File: src/rtl/lifo_rd_pkg.sv
// lifo_rd_pkg: shared types and constants for the lifo read-side drain engine
package lifo_rd_pkg;
  typedef enum logic [1:0] {IDLE, DRAIN, FLUSH} rd_state_t;
  localparam int BUF_DEPTH = 2;
endpackage

File: src/rtl/lifo_rd_skid.sv
// lifo_rd_skid: 2-entry fall-through {data,last} FIFO; an arriving word shows at the head the same cycle when empty
module lifo_rd_skid
  import lifo_rd_pkg::*;
#(
  parameter int DWIDTH = 8
) (
  input  logic              clk_i,
  input  logic              arst_n_i,
  input  logic              wr_en,
  input  logic [DWIDTH-1:0] wr_data,
  input  logic              wr_last,
  input  logic              rd_en,
  output logic              valid,
  output logic [DWIDTH-1:0] data,
  output logic              last,
  output logic [1:0]        occ
);
  logic [DWIDTH:0] mem [BUF_DEPTH];
  logic wr_ptr, rd_ptr, push, pull;
  assign pull = rd_en && occ != 2'd0;
  // a word consumed on its arrival cycle never needs storing
  assign push = wr_en && !(occ == 2'd0 && rd_en);
  always_ff @(posedge clk_i or negedge arst_n_i) begin
    if (!arst_n_i) begin
      occ <= 2'd0;
      wr_ptr <= 1'b0;
      rd_ptr <= 1'b0;
    end else begin
      wr_ptr <= wr_ptr ^ push;
      rd_ptr <= rd_ptr ^ pull;
      occ <= occ + {1'b0, push} - {1'b0, pull};
    end
  end
  always_ff @(posedge clk_i) begin
    if (push) mem[wr_ptr] <= {wr_last, wr_data};
  end
  assign valid = occ != 2'd0 || wr_en;
  assign {last, data} = occ != 2'd0 ? mem[rd_ptr] : wr_en ? {wr_last, wr_data} : '0;
endmodule

File: src/rtl/lifo_rd_stream.sv
// lifo_rd_stream: drains a snapshot of lifo occupancy onto a valid/ready stream, top of stack first
module lifo_rd_stream
  import lifo_rd_pkg::*;
#(
  parameter int DWIDTH = 8,
  parameter int AWIDTH = 4
) (
  input  logic              clk_i,
  input  logic              arst_n_i,
  input  logic              start_i,
  output logic              rdreq_o,
  input  logic [DWIDTH-1:0] q_i,
  input  logic              empty_i,
  input  logic [AWIDTH:0]   usedw_i,
  output logic [DWIDTH-1:0] data_o,
  output logic              valid_o,
  output logic              last_o,
  input  logic              ready_i,
  output logic              busy_o,
  output logic              underrun_o
);
  rd_state_t state;
  logic [AWIDTH:0] rem, rem_n;
  logic inflight, inflight_last, pop;
  logic [1:0] occ;
  logic [2:0] held;
  assign pop = valid_o && ready_i;
  assign held = {1'b0, occ} + {2'b0, inflight};
  // words buffered plus in flight may never exceed the buffer once this cycle's pop is counted
  assign rdreq_o = state == DRAIN && rem != '0 && !empty_i && held < 3'(BUF_DEPTH) + {2'b0, pop};
  assign rem_n = rem - {{AWIDTH{1'b0}}, rdreq_o};
  assign busy_o = state != IDLE;
  always_ff @(posedge clk_i or negedge arst_n_i) begin
    if (!arst_n_i) begin
      state <= IDLE;
      rem <= '0;
      inflight <= 1'b0;
      inflight_last <= 1'b0;
      underrun_o <= 1'b0;
    end else begin
      inflight <= rdreq_o;
      inflight_last <= rdreq_o && rem_n == '0;
      rem <= rem_n;
      case (state)
        IDLE: if (start_i && !empty_i) begin
          rem <= usedw_i;
          underrun_o <= 1'b0;
          state <= DRAIN;
        end
        DRAIN: if (rem_n == '0) state <= FLUSH;
        else if (empty_i && !inflight) begin
          underrun_o <= 1'b1;
          state <= FLUSH;
        end
        FLUSH: if (held == {2'b0, pop}) state <= IDLE;
        default: state <= IDLE;
      endcase
    end
  end
  lifo_rd_skid #(.DWIDTH(DWIDTH)) u_skid (
    .clk_i(clk_i),
    .arst_n_i(arst_n_i),
    .wr_en(inflight),
    .wr_data(q_i),
    .wr_last(inflight_last),
    .rd_en(pop),
    .valid(valid_o),
    .data(data_o),
    .last(last_o),
    .occ(occ)
  );
endmodule

File: config.mk
export PLATFORM = sky130hd
export DESIGN_NAME = lifo_rd_stream
export DESIGN_NICKNAME = d
export VERILOG_FILES = /design/src/rtl/lifo_rd_pkg.sv /design/src/rtl/lifo_rd_skid.sv /design/src/rtl/lifo_rd_stream.sv
export SDC_FILE = /design/constraint.sdc
export NUM_CORES = 1
export LEC_CHECK = 0
export CORE_MARGIN = 2
export CORE_UTILIZATION = 50
export CTS_BUF_LIST = sky130_fd_sc_hd__clkbuf_8 sky130_fd_sc_hd__clkbuf_16
export CTS_CLUSTER_SIZE = 8
export DETAILED_ROUTE_END_ITERATION = 7
export PLACE_DENSITY = 0.75
export SLEW_MARGIN = 20
export SYNTH_ARGS = -nofsm -noshare
export SYNTH_HDL_FRONTEND = slang
export SYNTH_SLANG_ARGS = --single-unit
File: constraint.sdc
create_clock -name clk_i -period 3.7 [get_ports clk_i]
set_clock_uncertainty 0.1 [all_clocks]
set_input_delay 0.555 -clock clk_i [delete_from_list [all_inputs] [get_ports clk_i]]
set_output_delay 0.555 -clock clk_i [all_outputs]
set_load 0.02 [all_outputs]
==> summary.txt <==
Routing
  – Vias/cell: 5.49
  – Wire per inst: 14.8 um
  – Antenna Violating Nets Remaining: 0
  – First-pass iteration count of the detailed router: 4
  – 1st-iter DRT viols: 21
  – Vias: 1070
  – Detailed-route DRC error count: 0
  – Drt total wl: 2880 um

Worst setup path
  – CP Cell Sequence: or3_1, and2_1, ha_1, nand2b_1, nand3_1, nor2_1, clkdlybuf4s50_1
  – Crit end category: primary output
  – Worst path required time: 3040 ps
  – WS Path Type: flop to primary output
  – R2r startpoint: inflight$_DFF_PN0_
  – Largest stage delay on the critical path: 550 ps
  – R2r setup slk: 630 ps
  – CP Launch Type: flop
  – Arr. time, crit path: 2490 ps
  – Critical path's slowest cell: dfrtp_1
  – Worst r2r path cells: 11
  – Reg2reg end: state[1]$_DFFE_PN0P_
  – CP Max Fanout: 14

Pwr
  – Clock Power Share: 17.6%
  – Sequential Power Share: 39.9%
  – Int Power: 888 uW
  – Power per cell area: 718 mW/mm2
  – Max IR drop VDD: 0.000473 V
  – Sw frac: 36.8%
  – Leakage: 0.803 nW
  – Comb pwr share: 42.5%
  – Switching Power: 516 uW

Finish
  – N_diodes: 0
  – Fin cells: 195
  – Layout cells sized above 1: 6.79%
  – # nets final: 188
  – P&R area growth vs syn: 25.9%
  – Finished Core Util: 65.1%

Die
  – Die span in x: 59.7 um
  – Ports: 31
  – Core area: 0.00300 mm2
  – DIE AREA: 0.00357 mm2
  – Die span in y: 59.7 um
  – Std cell rows: 20
  – Initial core utilization: 51.7%

Timing
  – Worst-margin pin slew: 638 ps
  – Final Hold Viols: 0
  – Final hold slack: 381 ps
  – Relative slew slack: 57.3%
  – Fin Setup TNS: 0 ps
  – Peak Freq: 318 MHz
  – Period minus WS final: 3140 ps
  – Final setup vio count: 0
  – Max-slew violations: 0
  – Tcrit/Tclk final: 84.9%
  – RSZ-0062 raised after global routing: no

Placement
  – Routability congestion estimate: 0.784
  – Post-Place Cells: 187
  – Placed wire-length estimate: 2080 um
  – I/O Buffers: 30

Synthesis
  – Asr flop ratio synth: 43.8%
  – Synth Instances: 128
  – Sequential share of the synthesized area: 57.4%
  – EDFF count, synth: 18
  – Mapped cell area: 0.00155 mm2
  – Post-synthesis sequential element count: 32
  – Syn Nets: 155
  – Distinct cells, synth: 32
  – Yosys warnings: 0
  – Mapped Avg Cell Area: 12.1 um2
  – Most used DFF post-synth: edfxtp_1

Flow run
  – Max Cap Viol: 0

CTS
  – Hold_buf cts: 0
  – CTS HTree Levels: 2
  – Number of CTS-inserted buffers: 5
  – Number of gates resized after cts: 0
  – TritonCTS Sinks: 32
  – CTS clk-pin slew, worst paths: 60 ps
  – Max clock buf depth: 2
  – CTS Root Cell: clkbuf_8
  – Clk_lat worst skew: 280 ps
  – CTS tree: yes
  – # Post-CTS Setup Buffers: 0

Worst hold path
  – Hold path startpoint: inflight_last$_DFF_PN0_
  – Hold Crit Endpoint: u_skid.mem[0][8]$_DFFE_PP_
  – Min-Delay Path Depth: 0
  – Hold Crit Class: flop to flop

Global route
  – Largest net degree at the start of global routing: 19
  – Grt total ovfl: 0
  – Initial antenna violation count: 0
  – First-pass GRT wire length: 4810 um
  – Vias in the first global route: 1095
  – GRT Total Usage: 19.1%

Run status
  – Outcome: finished, final reports clean
## cell usage in the layout (no fill, tap or decap), drive strengths merged, types with 2 or more instances in the layout
master	instances
ha	9
edfxtp	18
o21ai	11
xnor2	4
a21boi	2
nor2	9
clkbuf	5
a21oi	4
or4	2
nor3b	2
inv	11
clkdlybuf4s50	30
mux2i	9
nand3	10
xor2	3
a31oi	2
nand2b	2
dfrtp	14
## registers in the layout (all words and copies together) (netlist names)
register       flops
u_skid.occ         2
u_skid.wr_ptr      1
inflight           1
u_skid.mem        18
rem                5
u_skid.rd_ptr      1
state              2
inflight_last      1
underrun_o         1
## worst max-delay path: cells and delay by family (launching register included)
family | cells | cell delay (ps)
simple gates | 5 | 950
flops | 1 | 550
buf+inv | 1 | 540
fa+ha+maj | 1 | 170
## synthesized netlist by cell type (2+ instances only)
cell      count  area (um2)
o21ai_0      11        55.1
a21boi_0      2        15.0
edfxtp_1     18         541
ha_1          9         113
nor2_1        9        33.8
clkbuf_1      3        11.3
mux2i_1       9        90.1
dfrtp_1      14         350
a31oi_1       2        12.5
xnor2_1       4        35.0
or4_1         2        15.0
nand2b_1      2        12.5
a21oi_1       4        20.0
nand3_1      10        50.1
inv_1         9        33.8
xor2_1        3        26.3
nor3b_1       2        15.0
## cell type report
cell class                      instances  area (um2)
Timing Repair Buffer                   31         308
Fill cell                             251        1050
Clock buffer                            5        68.8
Tap cell                               33        41.3
Sequential cell                        32         891
Clock inverter                          3        12.5
Multi-Input combinational cell         82         601
Inverter                                9        33.8
## routing by layer
metal / vias up / share of wire (%) / GRT usage, %
met1: 514 / 43 / 21.2
met3: 4 / 4.2 / 4.76
met5: - / 0 / 0
met2: 28 / 52 / 33.2
li1: 524 / - / -
met4: 0 / 1.6 / 10.2
## power groups by stage
stage               combinational, mW  clock, mW  sequential (mW)
floorplan                       0.407          0            0.520
global placement                0.579          0            0.558
detailed placement              0.602          0            0.566
CTS                             0.607      0.248            0.559
global route                    0.659      0.267            0.573
finish                          0.597      0.247            0.561
## worst max path at each step
stage                                   from                   end  slack [ps]  cells past startpoint
after floorplan           inflight$_DFF_PN0_  state[1]$_DFFE_PN0P_         790                     11
after global placement               ready_i               rdreq_o         700                      7
after detailed placement  inflight$_DFF_PN0_  state[1]$_DFFE_PN0P_         650                     11
after CTS                 inflight$_DFF_PN0_               rdreq_o         540                      7
after global routing      inflight$_DFF_PN0_               rdreq_o         430                      7
final                     inflight$_DFF_PN0_               rdreq_o         560                      7
## per-stage QoR
step	worst slack, ps	total power [mW]	instance area, um2
floorplan	790	0.927	1550
global placement	700	1.14	1870
detailed placement	654	1.17	1870
CTS	542	1.41	1960
global route	429	1.50	1960
finish	558	1.40	1960
## kinds of logic after synthesis
kind of cell | after synthesis | synth area share [%]
AO/OA/AOI/OAI | 20 | 7.09
XOR/XNOR | 7 | 3.95
adder cells (fa/ha/maj) | 9 | 7.25
buffers and inverters | 14 | 3.95
flip-flops | 32 | 57.4
multiplexers | 10 | 6.77
AND/OR/NAND/NOR | 36 | 13.6
Note: power is estimated with default switching activity, not from simulation.
